`config.mk`:
```
export PLATFORM = sky130hd
export DESIGN_NAME = valve_exec
export DESIGN_NICKNAME = d
export VERILOG_FILES = /design/src/rtl/valve_exec_pkg.sv /design/src/rtl/valve_exec_unit_tick_gen.sv /design/src/rtl/valve_exec.sv
export SDC_FILE = /design/constraint.sdc
export NUM_CORES = 1
export LEC_CHECK = 0
export ABC_AREA = 1
export BUFFER_PORTS_ARGS = -buffer_cell sky130_fd_sc_hd__buf_4
export CORE_MARGIN = 2
export CORE_UTILIZATION = 30
export CTS_BUF_LIST = sky130_fd_sc_hd__clkbuf_4 sky130_fd_sc_hd__clkbuf_8
export DETAILED_ROUTE_END_ITERATION = 7
export GPL_TIMING_DRIVEN = 0
export PLACE_DENSITY = 0.51
export SLEW_MARGIN = 10
export SYNTH_ARGS = -nofsm -noshare
export SYNTH_HDL_FRONTEND = slang
export SYNTH_HIERARCHICAL = 1
export SYNTH_SLANG_ARGS = --single-unit
```
`constraint.sdc`:
```
create_clock -name clk -period 2.7 [get_ports clk]
set_input_delay 0.27 -clock clk [delete_from_list [all_inputs] [get_ports clk]]
set_output_delay 0.27 -clock clk [all_outputs]
set_load 0.1 [all_outputs]
```
`src/rtl/valve_exec_pkg.sv`:
```
// Shared definitions for the valve executor: time-unit encodings, per-unit microsecond
// constants, FSM state type and the tick-period helper.
package valve_exec_pkg;

    localparam logic [2:0] TimeUnit1Us   = 3'b000;
    localparam logic [2:0] TimeUnit1Ms   = 3'b001;
    localparam logic [2:0] TimeUnit10Ms  = 3'b010;
    localparam logic [2:0] TimeUnit100Ms = 3'b011;
    localparam logic [2:0] TimeUnit1S    = 3'b100;

    localparam int unsigned Us1Us   = 1;
    localparam int unsigned Us1Ms   = 1_000;
    localparam int unsigned Us10Ms  = 10_000;
    localparam int unsigned Us100Ms = 100_000;
    localparam int unsigned Us1S    = 1_000_000;

    typedef enum logic [1:0] {
        StIdle,
        StCount,
        StManual,
        StHalt
    } state_e;

    // Clock cycles per time unit; reserved encodings fall back to 1 us, never below 1 cycle.
    function automatic int unsigned unit_period(input int unsigned clk_hz,
                                                input logic [2:0] tu);
        longint unsigned us;
        longint unsigned cycles;
        case (tu)
            TimeUnit1Ms:   us = 64'(Us1Ms);
            TimeUnit10Ms:  us = 64'(Us10Ms);
            TimeUnit100Ms: us = 64'(Us100Ms);
            TimeUnit1S:    us = 64'(Us1S);
            default:       us = 64'(Us1Us);
        endcase
        cycles = (64'(clk_hz) * us) / 64'd1_000_000;
        if (cycles == 64'd0) begin
            cycles = 64'd1;
        end
        return cycles[31:0];
    endfunction

endpackage

```
`src/rtl/valve_exec_unit_tick_gen.sv`:
```
// Prescaler producing a one-cycle tick every time-unit period; restart zeroes the phase.
module unit_tick_gen
    import valve_exec_pkg::*;
#(
    parameter int unsigned CLK_HZ = 100_000_000
) (
    input  logic       clk,
    input  logic       rst,
    input  logic       restart,
    input  logic [2:0] time_unit,
    output logic       tick
);

    localparam int unsigned P1Us   = unit_period(CLK_HZ, TimeUnit1Us);
    localparam int unsigned P1Ms   = unit_period(CLK_HZ, TimeUnit1Ms);
    localparam int unsigned P10Ms  = unit_period(CLK_HZ, TimeUnit10Ms);
    localparam int unsigned P100Ms = unit_period(CLK_HZ, TimeUnit100Ms);
    localparam int unsigned P1S    = unit_period(CLK_HZ, TimeUnit1S);

    logic [31:0] period;
    logic [31:0] cnt_q, cnt_d;

    always_comb begin
        case (time_unit)
            TimeUnit1Ms:   period = P1Ms;
            TimeUnit10Ms:  period = P10Ms;
            TimeUnit100Ms: period = P100Ms;
            TimeUnit1S:    period = P1S;
            default:       period = P1Us;
        endcase
    end

    assign tick = (cnt_q == period - 32'd1);

    always_comb begin
        cnt_d = cnt_q + 32'd1;
        if (restart || tick) begin
            cnt_d = '0;
        end
    end

    always_ff @(posedge clk) begin
        if (rst) begin
            cnt_q <= '0;
        end else begin
            cnt_q <= cnt_d;
        end
    end

endmodule

```
`src/rtl/valve_exec.sv`:
```
// Valve instruction executor: SET / DELAY (timed or manual step) / HALT.
// Define VALVE_SAFE_HALT_EN to clear all valves when HALT is entered.
module valve_exec
    import valve_exec_pkg::*;
#(
    parameter int unsigned CLK_HZ = 100_000_000
) (
    input  logic        clk,
    input  logic        rst,
    input  logic        ins_valid,
    input  logic [3:0]  valve,
    input  logic        set_bit,
    input  logic [9:0]  delay,
    input  logic        delay_start,
    input  logic [2:0]  time_unit,
    input  logic        pchalt,
    input  logic        debug,
    input  logic        manual_step,
    output logic [15:0] valve_out,
    output logic        busy,
    output logic        delay_done,
    output logic        halted
);

    state_e      state_q, state_d;
    logic [9:0]  count_q, count_d;
    logic [2:0]  unit_q, unit_d;
    logic [15:0] valve_q, valve_d;
    logic        sync1_q, sync2_q, prev_q;
    logic        step_rise;
    logic        restart;
    logic        tick;

    unit_tick_gen #(
        .CLK_HZ(CLK_HZ)
    ) u_tick (
        .clk      (clk),
        .rst      (rst),
        .restart  (restart),
        .time_unit(unit_q),
        .tick     (tick)
    );

    assign step_rise = sync2_q & ~prev_q;

    always_comb begin
        state_d = state_q;
        count_d = count_q;
        unit_d  = unit_q;
        valve_d = valve_q;
        restart = 1'b0;
        case (state_q)
            StIdle: begin
                if (ins_valid) begin
                    if (pchalt) begin
                        state_d = StHalt;
`ifdef VALVE_SAFE_HALT_EN
                        valve_d = '0;
`endif
                    end else if (delay_start) begin
                        if (debug) begin
                            state_d = StManual;
                        end else begin
                            state_d = StCount;
                            count_d = delay;
                            unit_d  = time_unit;
                            restart = 1'b1;
                        end
                    end else begin
                        valve_d[valve] = set_bit;
                    end
                end
            end
            StCount: begin
                if (count_q == 10'd0) begin
                    state_d = StIdle;
                end else if (tick) begin
                    count_d = count_q - 10'd1;
                end
            end
            // A step edge reuses the zero-count COUNT cycle to emit delay_done.
            StManual: begin
                if (step_rise) begin
                    state_d = StCount;
                    count_d = '0;
                end
            end
            StHalt: begin
                state_d = StHalt;
            end
            default: begin
                state_d = StIdle;
            end
        endcase
    end

    always_comb begin
        busy       = (state_q == StCount) || (state_q == StManual);
        delay_done = (state_q == StCount) && (count_q == 10'd0);
        halted     = (state_q == StHalt);
    end

    assign valve_out = valve_q;

    always_ff @(posedge clk) begin
        if (rst) begin
            state_q <= StIdle;
            count_q <= '0;
            unit_q  <= '0;
            valve_q <= '0;
            sync1_q <= 1'b0;
            sync2_q <= 1'b0;
            prev_q  <= 1'b0;
        end else begin
            state_q <= state_d;
            count_q <= count_d;
            unit_q  <= unit_d;
            valve_q <= valve_d;
            sync1_q <= manual_step;
            sync2_q <= sync1_q;
            prev_q  <= sync2_q;
        end
    end

endmodule

```
# Word level (Yosys, flattened, before mapping)

Index checks and enable logic that the tools add are counted.

Register bits after elaboration: 66
Bits of input ports: 25
Output and inout port bits: 19
Word-level logic and storage cells: 71

$add $sub $neg: 3
Magnitude comparators: 2
Equal/unequal tests: 17
Muxes and demuxes: 24
Bitwise gates (word level): 5
Reductions and logical operators: 12

Operators with widths:

| operator                | count |
|---|---|
| $pmux W27 S4            | 1 |
| $mux W10                | 7 |
| $add A32 B1 Y32 const B | 1 |
| $eq A32 B32 Y1          | 1 |
| $pmux W10 S3            | 1 |
| $sub A27 B1 Y28 const B | 1 |
| $bwmux W16              | 1 |
| $ne A2 B2 Y1 const B    | 7 |
| $mux W2                 | 6 |
| $logic_not A10 Y1       | 1 |
| $sub A10 B1 Y10 const B | 1 |
| $pmux W2 S4             | 1 |
| $reduce_and A4 Y1       | 2 |
| $reduce_and A8 Y1       | 1 |
| $eq A3 B2 Y1 const B    | 2 |
| $mux W1                 | 6 |
| $lt A4 B5 Y1 const B    | 1 |
| $reduce_and A5 Y1       | 1 |
| $demux W1 S4            | 1 |
| $eq A2 B2 Y1 const B    | 2 |
| $ge A4 B1 Y1 const B    | 1 |
| $not A1 Y1              | 4 |
| $eq A3 B1 Y1 const B    | 1 |
| $eq A3 B3 Y1 const B    | 1 |
| 9 further kinds         | 11 |

# Logic depth before layout (Yosys ltp)

Gate-level depths: netlist of the first run.

Depth after elaboration: 7
Gate-level depth with buffers: 25
Mapped depth without buffers: 24

# Hierarchy

The synthesis of the first run kept the hierarchy.

Modules (own cells, without submodules):

| module        | times used | cells each | area each (µm²) | sequential area each (µm²) |
|---|---|---|---|---|
| unit_tick_gen | 1          | 340        | 2092.0          | 640.6 |
| valve_exec    | 1          | 286        | 1840.5          | 680.7 |

# Least setup slack after synthesis of the first run

No wires, ideal clock.

Path type: reg-to-reg
Start: register unit_q[1]
End: register count_q[4]
Setup time: 113 ps
Arrival time: 2311 ps
Required time: 2587 ps
Slack: 276 ps
Stages on the path, launching flop included: 24
Buffers on the path: 1
Period minus slack after synthesis: 2424 ps
Path through: dfxtp_1 inv_2 nand3_2 nand2_1 ha_1 inv_1 nand2_1 nand2_1 nand2_1 nor2_1 nand2_1 nor2_1 nand2_1 nor2_1 nand3_1 inv_1 inv_1 nand2_1 nand3_1 nor2_2 nand2_4 buf_6 nor2_1 nor2_1

Word-level cells in the longest chain between the ends: 6
Elaborated cells on any way between the ends: 9
Those cells by class: 1 x add/sub; 6 x eq/ne; 1 x mux; 1 x reduce/logical

Ends and longest elaborated chain:

| what                                 | line                           | RTL |
|---|---|---|
| start, declared                      | valve_exec.sv:27               | `logic [2:0] unit_q, unit_d;` |
| start signal, assigned               | valve_exec.sv:117              | `unit_q <= unit_d;` |
| $eq A3 B3 Y1 (tied with other cells) | valve_exec_unit_tick_gen.sv:24 | `case (time_unit)` |
| $pmux W27 S4 (*)                     | valve_exec_unit_tick_gen.sv:24 |  |
| $sub A27 B1 Y28 (*)                  | valve_exec_unit_tick_gen.sv:33 | `assign tick = (cnt_q == period - 32'd1);` |
| $eq A32 B32 Y1 (*)                   | valve_exec_unit_tick_gen.sv:33 |  |
| net tick                             | valve_exec.sv:32               | `logic tick;` |
| $ne A2 B1 Y1 (no line) (*)           | --                             |  |
| $reduce_and A8 Y1 (no line) (*)      | --                             |  |
| end signal, assigned                 | valve_exec.sv:116              | `count_q <= count_d;` |
| end, declared                        | valve_exec.sv:26               | `logic [9:0] count_q, count_d;` |

Mark *: on every way through the listed nets, which the timed path passes. The rest lies on a longest branch.
A chain may end at the register's enable or synchronous reset.

# Final worst setup path of the first run

Start: register unit_q[2]
End: register count_q[8]

The elaborated chain is that of the path after synthesis.

==> results_dict.tcl, run 1 <==
set metrics [dict create \
    end_kind "register" \
    ant_nets 0 \
    syn-cell-area_um2 3930 \
    nNetsFinal 722 \
    vias_per_cell 4.63 \
    syn_to_final_growth_pct 25.6 \
    worstPathRequired_ns 2.96 \
    min_to "sync1_q$_SDFF_PP0_" \
    status "completed" \
    crit_path_start_kind "register" \
    start_util_pct 30.9 \
    drive_gt1_share_pct 15.0 \
    clockPowerShare_pct 27.6 \
    skew_ns 0.0142 \
    syn_nets 659 \
    gp_congestion 0.871 \
    cts_sinks 66 \
    ys_warn_count 6 \
    setup_slack_ns 0.191 \
    h-tree-depth 3 \
    fp-row-count 41 \
    io_buffers 42 \
    io_pins 44 \
    hold_path_class "in -> reg" \
    n_antenna_cell 0 \
    design_area_um2 4940 \
    switching_share_pct 40.2 \
    die_width_um 118 \
    combPwrFrac_pct 41.1 \
    tritoncts "yes" \
    worstSkewPairLatency_ns 0.36 \
    r2r-start "unit_q[2]$_SDFFE_PP0P_" \
    routed_wirelength_um 10800 \
    grt_max_degree 13 \
    synth.ff_latch_count 66 \
    maxCapViolCount 0 \
    fmax_mhz 399 \
    p_per_area_nw_per_um2 755 \
    grtUsageMet2_pct 26.4 \
    wl_per_cell_um 12.4 \
    antenna_found_initial 0 \
    synth.avg_cell_area_um2 6.28 \
    die_area_um2 14000 \
    crit_slowest_cell "dfxtp_4" \
    slowest_delay_ns 0.40 \
    hold_depth 3 \
    critical_path_class "reg -> reg" \
    post_dp_cell_area_um2 4460 \
    fin_crit_sh_pct 92.9 \
    hpwl_um 8190 \
    power_frac_seq_pct 31.3 \
    grt_pass1_wl_um 17700 \
    grt_use_met1_pct 19.0 \
    p_leak_nw 2.14 \
    fp.dieH_um 118 \
    slew_violations 0 \
    hold_start "manual_step" \
    synth_cells 626 \
    core_um2 12700 \
    finalHoldViolations 0 \
    drc 0 \
    grt_busiest_layer "met2" \
    cts_root_buf "clkbuf_8" \
    first_global_vias 3800 \
    internal_power_w 0.00223 \
    worst_slew_pin_slew_ns 0.557 \
    grt_overflow 0 \
    ff2ff_setup_slack_ns 0.19 \
    cts-hold-fix-buffers 0 \
    max_slew_margin_pct 62.6 \
    reg2reg_depth 23 \
    worstPathCellList "inv_8 -> nand2_4 -> nand2_2 -> nand2_2 -> ha_4 -> nand2_1 -> nand2_1 -> nand2_1 -> nor2_1 -> nand2_1 -> nor2_1 -> nand2_1 -> nor2_1 -> nand3_1 -> inv_1 -> inv_2 -> nand2_2 -> nand3_2 -> nor2_4 -> nand2_4 -> clkbuf_16 -> nor2_1 -> nor2_1" \
    fin_crit_ns 2.51 \
    crit_fanout 7 \
    tns_ns 0 \
    fill_cells 1408 \
    power.switching_w 0.00150 \
    cts.path.max_buffers 2 \
    drtPass1Iterations 4 \
    path_clk_slew_ns 0.08 \
    setup_viol 0 \
    cts_buffers 9 \
    dp_slack_ns -0.183 \
    grt_use_met3_pct 5.16 \
    synth.distinct_cells 32 \
    dr_total_vias 4013 \
    crit_arrival_ns 2.77 \
    drtIter0Drc 170 \
    ir_worst_vdd_v 0.000605 \
    ys_seq_area_share_pct 33.6 \
    grt_util_all_layers_pct 15.7 \
    r2r-end "count_q[8]$_SDFFE_PP0P_" \
]
-- per-layer routing --
metal	up-vias	share of wire, %
met5	-	0
met4	0	1.7
met3	13	5.9
met2	96	46
met1	1811	46
li1	2093	-
-- timing repair --
action                                  in CTS  in global routing
endpoints found under the setup margin      10                 10
pin swaps                                    1                  9
gates cloned                                 0                  1
resized for setup                            8                 27
buffers inserted                             1                  8
-- flip-flops by register name, summed over array words and instances (netlist names) --
| signal | flops |
|---|---|
| unit_q | 3 |
| valve_out | 16 |
| sync2_q | 1 |
| sync1_q | 1 |
| u_tick/cnt_q | 32 |
| state_q | 2 |
| count_q | 10 |
| prev_q | 1 |
-- cells in the mapped netlist (all sizes together) --
master	n	area [um2]
xnor2	12	105
clkinv	1	3.75
dfxtp	66	1320
nand3	50	260
nor3b	1	7.51
or2	1	6.26
a21boi	2	15.0
a22oi	1	7.51
nor3	34	175
nand3b	4	30.0
buf	5	38.8
xor2	20	175
ha	8	100
o21ai	24	120
nand4	8	56.3
nor2	140	533
o31ai	1	7.51
a21oi	19	95.1
nand2	140	536
clkbuf	4	15.0
and3b	1	8.76
inv	84	315
-- layout make-up --
type | count | area (um2) | area share, %
buffer | 9 | 57.6 | 1.16
clock buffer | 9 | 124 | 2.51
clock inverter | 7 | 116 | 2.36
inverter | 85 | 329 | 6.66
multi-input combinational | 466 | 2330 | 47.2
sequential | 66 | 1330 | 27.0
tap | 172 | 215 | 4.36
timing repair buffer | 52 | 433 | 8.76
-- layout by cell type, fill, tap and decap left out, types with 5 or more instances in the layout --
| master | Yosys | layout |
|---|---|---|
| a21oi_1 | 19 | 19 |
| buf_4 | 3 | 52 |
| clkbuf_8 | 0 | 9 |
| dfxtp_1 | 66 | 63 |
| ha_1 | 8 | 7 |
| inv_1 | 80 | 78 |
| nand2_1 | 138 | 131 |
| nand3_1 | 48 | 47 |
| nand4_1 | 7 | 7 |
| nor2_1 | 137 | 134 |
| nor2_2 | 3 | 5 |
| nor3_1 | 33 | 33 |
| o21ai_0 | 24 | 23 |
| xnor2_1 | 12 | 12 |
| xor2_1 | 20 | 20 |
-- worst max-delay path, delay by kind of cell, from the launching register on --
kind          cells  cell delay (ns)
buf+inv           4             0.38
fa+ha+maj         1             0.27
flops             1             0.40
simple gates     18             1.34
-- logic make-up after synthesis --
family,count (synthesis),synth area share (%)
xor+xnor,32,7.13
flops,66,33.6
buf+inv,94,9.48
compound gates,47,6.24
fa+ha+maj,8,2.55
simple gates,379,41.0
-- power by group through the flow --
stage                     combinational, W  clock [W]  sequential [W]
after floorplan                    0.00107          0         0.00117
after global placement             0.00134          0         0.00118
after detailed placement           0.00136          0         0.00118
after CTS                          0.00139    0.00107         0.00116
after global routing               0.00169    0.00110         0.00118
final                              0.00153    0.00103         0.00117
-- worst max-delay path by stage --
stage	to	slack, ns	cells after the start	startpoint
final	count_q[8]$_SDFFE_PP0P_	0.19	23	unit_q[2]$_SDFFE_PP0P_
after floorplan	count_q[4]$_SDFFE_PP0P_	0.28	23	unit_q[1]$_SDFFE_PP0P_
after global routing	count_q[8]$_SDFFE_PP0P_	-0.02	23	unit_q[2]$_SDFFE_PP0P_
after global placement	count_q[7]$_SDFFE_PP0P_	-0.16	23	unit_q[1]$_SDFFE_PP0P_
after detailed placement	count_q[8]$_SDFFE_PP0P_	-0.18	23	unit_q[1]$_SDFFE_PP0P_
after CTS	count_q[8]$_SDFFE_PP0P_	0.02	23	unit_q[0]$_SDFFE_PP0P_
-- per-stage QoR --
step / utilization (%) / total power [W] / instances / hold WS (ns)
global route: 38.8 / 0.00398 / 866 / 0.0929
CTS: 37.2 / 0.00361 / 857 / 0.0838
finish: 38.8 / 0.00373 / 866 / 0.107
global placement: 35.1 / 0.00252 / 840 / 0.393
floorplan: - / 0.00224 / 626 / 0.377
detailed placement: 35.1 / 0.00254 / 840 / 0.396
(Power assumes the default switching activity.)
==> run 2: changes to the inputs <==
==> constraint.sdc (replaced) <==
create_clock -name clk -period 3 [get_ports clk]
set_input_delay 0.3 -clock clk [delete_from_list [all_inputs] [get_ports clk]]
set_output_delay 0.3 -clock clk [all_outputs]
set_load 0.1 [all_outputs]
==> run 2 against run 1 <==
Against the previous run:
- register-to-register slack gained 0.11 ns
- clock skew shrank 0.0015 ns
- sequential share of layout area grew 1.2 points
- critical path depth is the same
- critical endpoint is now count_q[4]$_SDFFE_PP0P_
- largest cell class unchanged
==> results_dict.tcl, run 2 (synthesized netlist as in run 1, its figures left out) <==
set metrics [dict create \
    fp.dieH_um 118 \
    drtPass1Iterations 4 \
    skew_ns 0.0126 \
    fp-row-count 41 \
    die_width_um 118 \
    tns_ns 0 \
    drive_gt1_share_pct 11.5 \
    cts_sinks 66 \
    grt_util_all_layers_pct 15.7 \
    largest_reg_flops 32 \
    largest-register "u_tick/cnt_q" \
    max_slew_margin_pct 62.5 \
    r2r-start "unit_q[0]$_SDFFE_PP0P_" \
    path_clk_slew_ns 0.08 \
    start_util_pct 30.9 \
    first_global_vias 3784 \
    worstPathCellList "inv_2 -> nand3_2 -> nand2_1 -> ha_1 -> inv_1 -> nand2_1 -> nand2_1 -> nand2_1 -> nor2_1 -> nand2_1 -> nor2_1 -> nand2_1 -> nor2_1 -> nand3_1 -> inv_1 -> inv_1 -> nand2_1 -> nand3_1 -> nor2_4 -> nand2_4 -> buf_6 -> nor2_1 -> nor2_1" \
    min_to "sync1_q$_SDFF_PP0_" \
    io_pins 44 \
    dr_total_vias 3955 \
    gp_congestion 0.871 \
    dp_slack_ns 0.117 \
    cts.path.max_buffers 2 \
    crit_arrival_ns 2.97 \
    setup_slack_ns 0.297 \
    fmax_mhz 370 \
    hold_path_class "in -> reg" \
    fin_crit_ns 2.70 \
    cts_root_buf "clkbuf_8" \
    critical_path_class "reg -> reg" \
    maxCapViolCount 0 \
    n_antenna_cell 0 \
    hpwl_um 8190 \
    ir_worst_vdd_v 0.000579 \
    worstPathRequired_ns 3.26 \
    hold_depth 3 \
    fill_cells 1427 \
    syn_to_final_growth_pct 19.9 \
    finalHoldViolations 0 \
    crit_fanout 10 \
    layout_commonest_cell "nand2_1" \
    antenna_found_initial 0 \
    slowest_delay_ns 0.42 \
    drc 0 \
    cts_resized 0 \
    drtIter0Drc 162 \
    rsz0062_at_grt "false" \
    p_leak_nw 2.05 \
    vias_per_cell 4.62 \
    routed_wirelength_um 10500 \
    grt_pass1_wl_um 17600 \
    ant_nets 0 \
    reg2reg_depth 23 \
    postCtsSetupBuffers 0 \
    h-tree-depth 3 \
    cp_common_cell "nand2_1" \
    grt_overflow 0 \
    worstSkewPairLatency_ns 0.36 \
    core_um2 12700 \
    tritoncts "yes" \
    status "completed" \
    layout_common_cells "nand2_1, nor2_1, inv_1, dfxtp_1, nand3_1" \
    slew_violations 0 \
    r2r-end "count_q[4]$_SDFFE_PP0P_" \
    crit_path_start_kind "register" \
    io_buffers 42 \
    end_kind "register" \
    grt_max_degree 13 \
    die_area_um2 14000 \
    setup_viol 0 \
    cts-hold-fix-buffers 0 \
    hold_start "manual_step" \
    crit_slowest_cell "dfxtp_2" \
    wl_per_cell_um 12.3 \
    cts_buffers 9 \
    worst_slew_pin_slew_ns 0.558 \
    timing.hold.ws_ns 0.133 \
    p_per_area_nw_per_um2 679 \
    ff2ff_setup_slack_ns 0.30 \
    nNetsFinal 712 \
    fin_crit_sh_pct 90.1 \
]
-- run 2: changes by cell type in the layout (fill, tap and decap cells not counted), moves of 3 or more --
cell	delta
buf_4	-7
nand2_1	+7
nand2_2	-3
nand2_4	-3
nor2_1	+3
nor2_2	-3
-- run 2: layout make-up --
type	instances	area (um2)	share of cell area, %
clock buffers	9	124	2.63
multi-input cells	466	2240	47.6
plain buffers	9	53.8	1.14
clock inverters	7	116	2.47
well taps	172	215	4.56
inverters	85	319	6.77
repair buffers	42	315	6.69
flip-flops and latches	66	1330	28.2
-- run 2: per-layer routing --
layer  global-route usage, %  part of all wire [%]  vias up
met1                    18.9                    46     1774
met4                    4.91                   1.8        0
li1                        -                     -     2073
met2                    26.3                    46       94
met5                       0                     0        -
met3                    5.16                   6.1       14
-- run 2: through the flow --
step	cell area (um2)	instances	utilization [%]	power, W
2_1_floorplan	3930	626	-	0.00202
3_3_place_gp	4460	840	35.1	0.00227
5_1_grt	4710	856	37.1	0.00343
6_report	4710	856	37.1	0.00320
4_1_cts	4700	856	37.0	0.00323
3_5_place_dp	4460	840	35.1	0.00229
-- run 2: how the worst max path moves through the flow --
stage / to / slack, ns / cells after the start / from
after floorplan: count_q[4]$_SDFFE_PP0P_ / 0.58 / 23 / unit_q[1]$_SDFFE_PP0P_
after global placement: count_q[7]$_SDFFE_PP0P_ / 0.14 / 23 / unit_q[1]$_SDFFE_PP0P_
after detailed placement: count_q[8]$_SDFFE_PP0P_ / 0.12 / 23 / unit_q[1]$_SDFFE_PP0P_
after CTS: count_q[8]$_SDFFE_PP0P_ / 0.1 / 23 / unit_q[1]$_SDFFE_PP0P_
after global routing: count_q[5]$_SDFFE_PP0P_ / 0.01 / 23 / unit_q[2]$_SDFFE_PP0P_
final: count_q[4]$_SDFFE_PP0P_ / 0.30 / 23 / unit_q[0]$_SDFFE_PP0P_
-- run 2: power breakdown --
part           switching [W]  leakage, nW  total (W)  internal, W
Sequential         0.0000852        0.537    0.00105     0.000962
Combinational       0.000828         1.40    0.00123     0.000398
Clock               0.000374        0.120   0.000926     0.000552
-- run 2: critical path: cells and delay by family (launching register included) --
kind	cells	cell delay [ns]
adders and majority gates	1	0.32
buffers and inverters	5	0.40
DFF	1	0.42
and+or+nand+nor	17	1.46
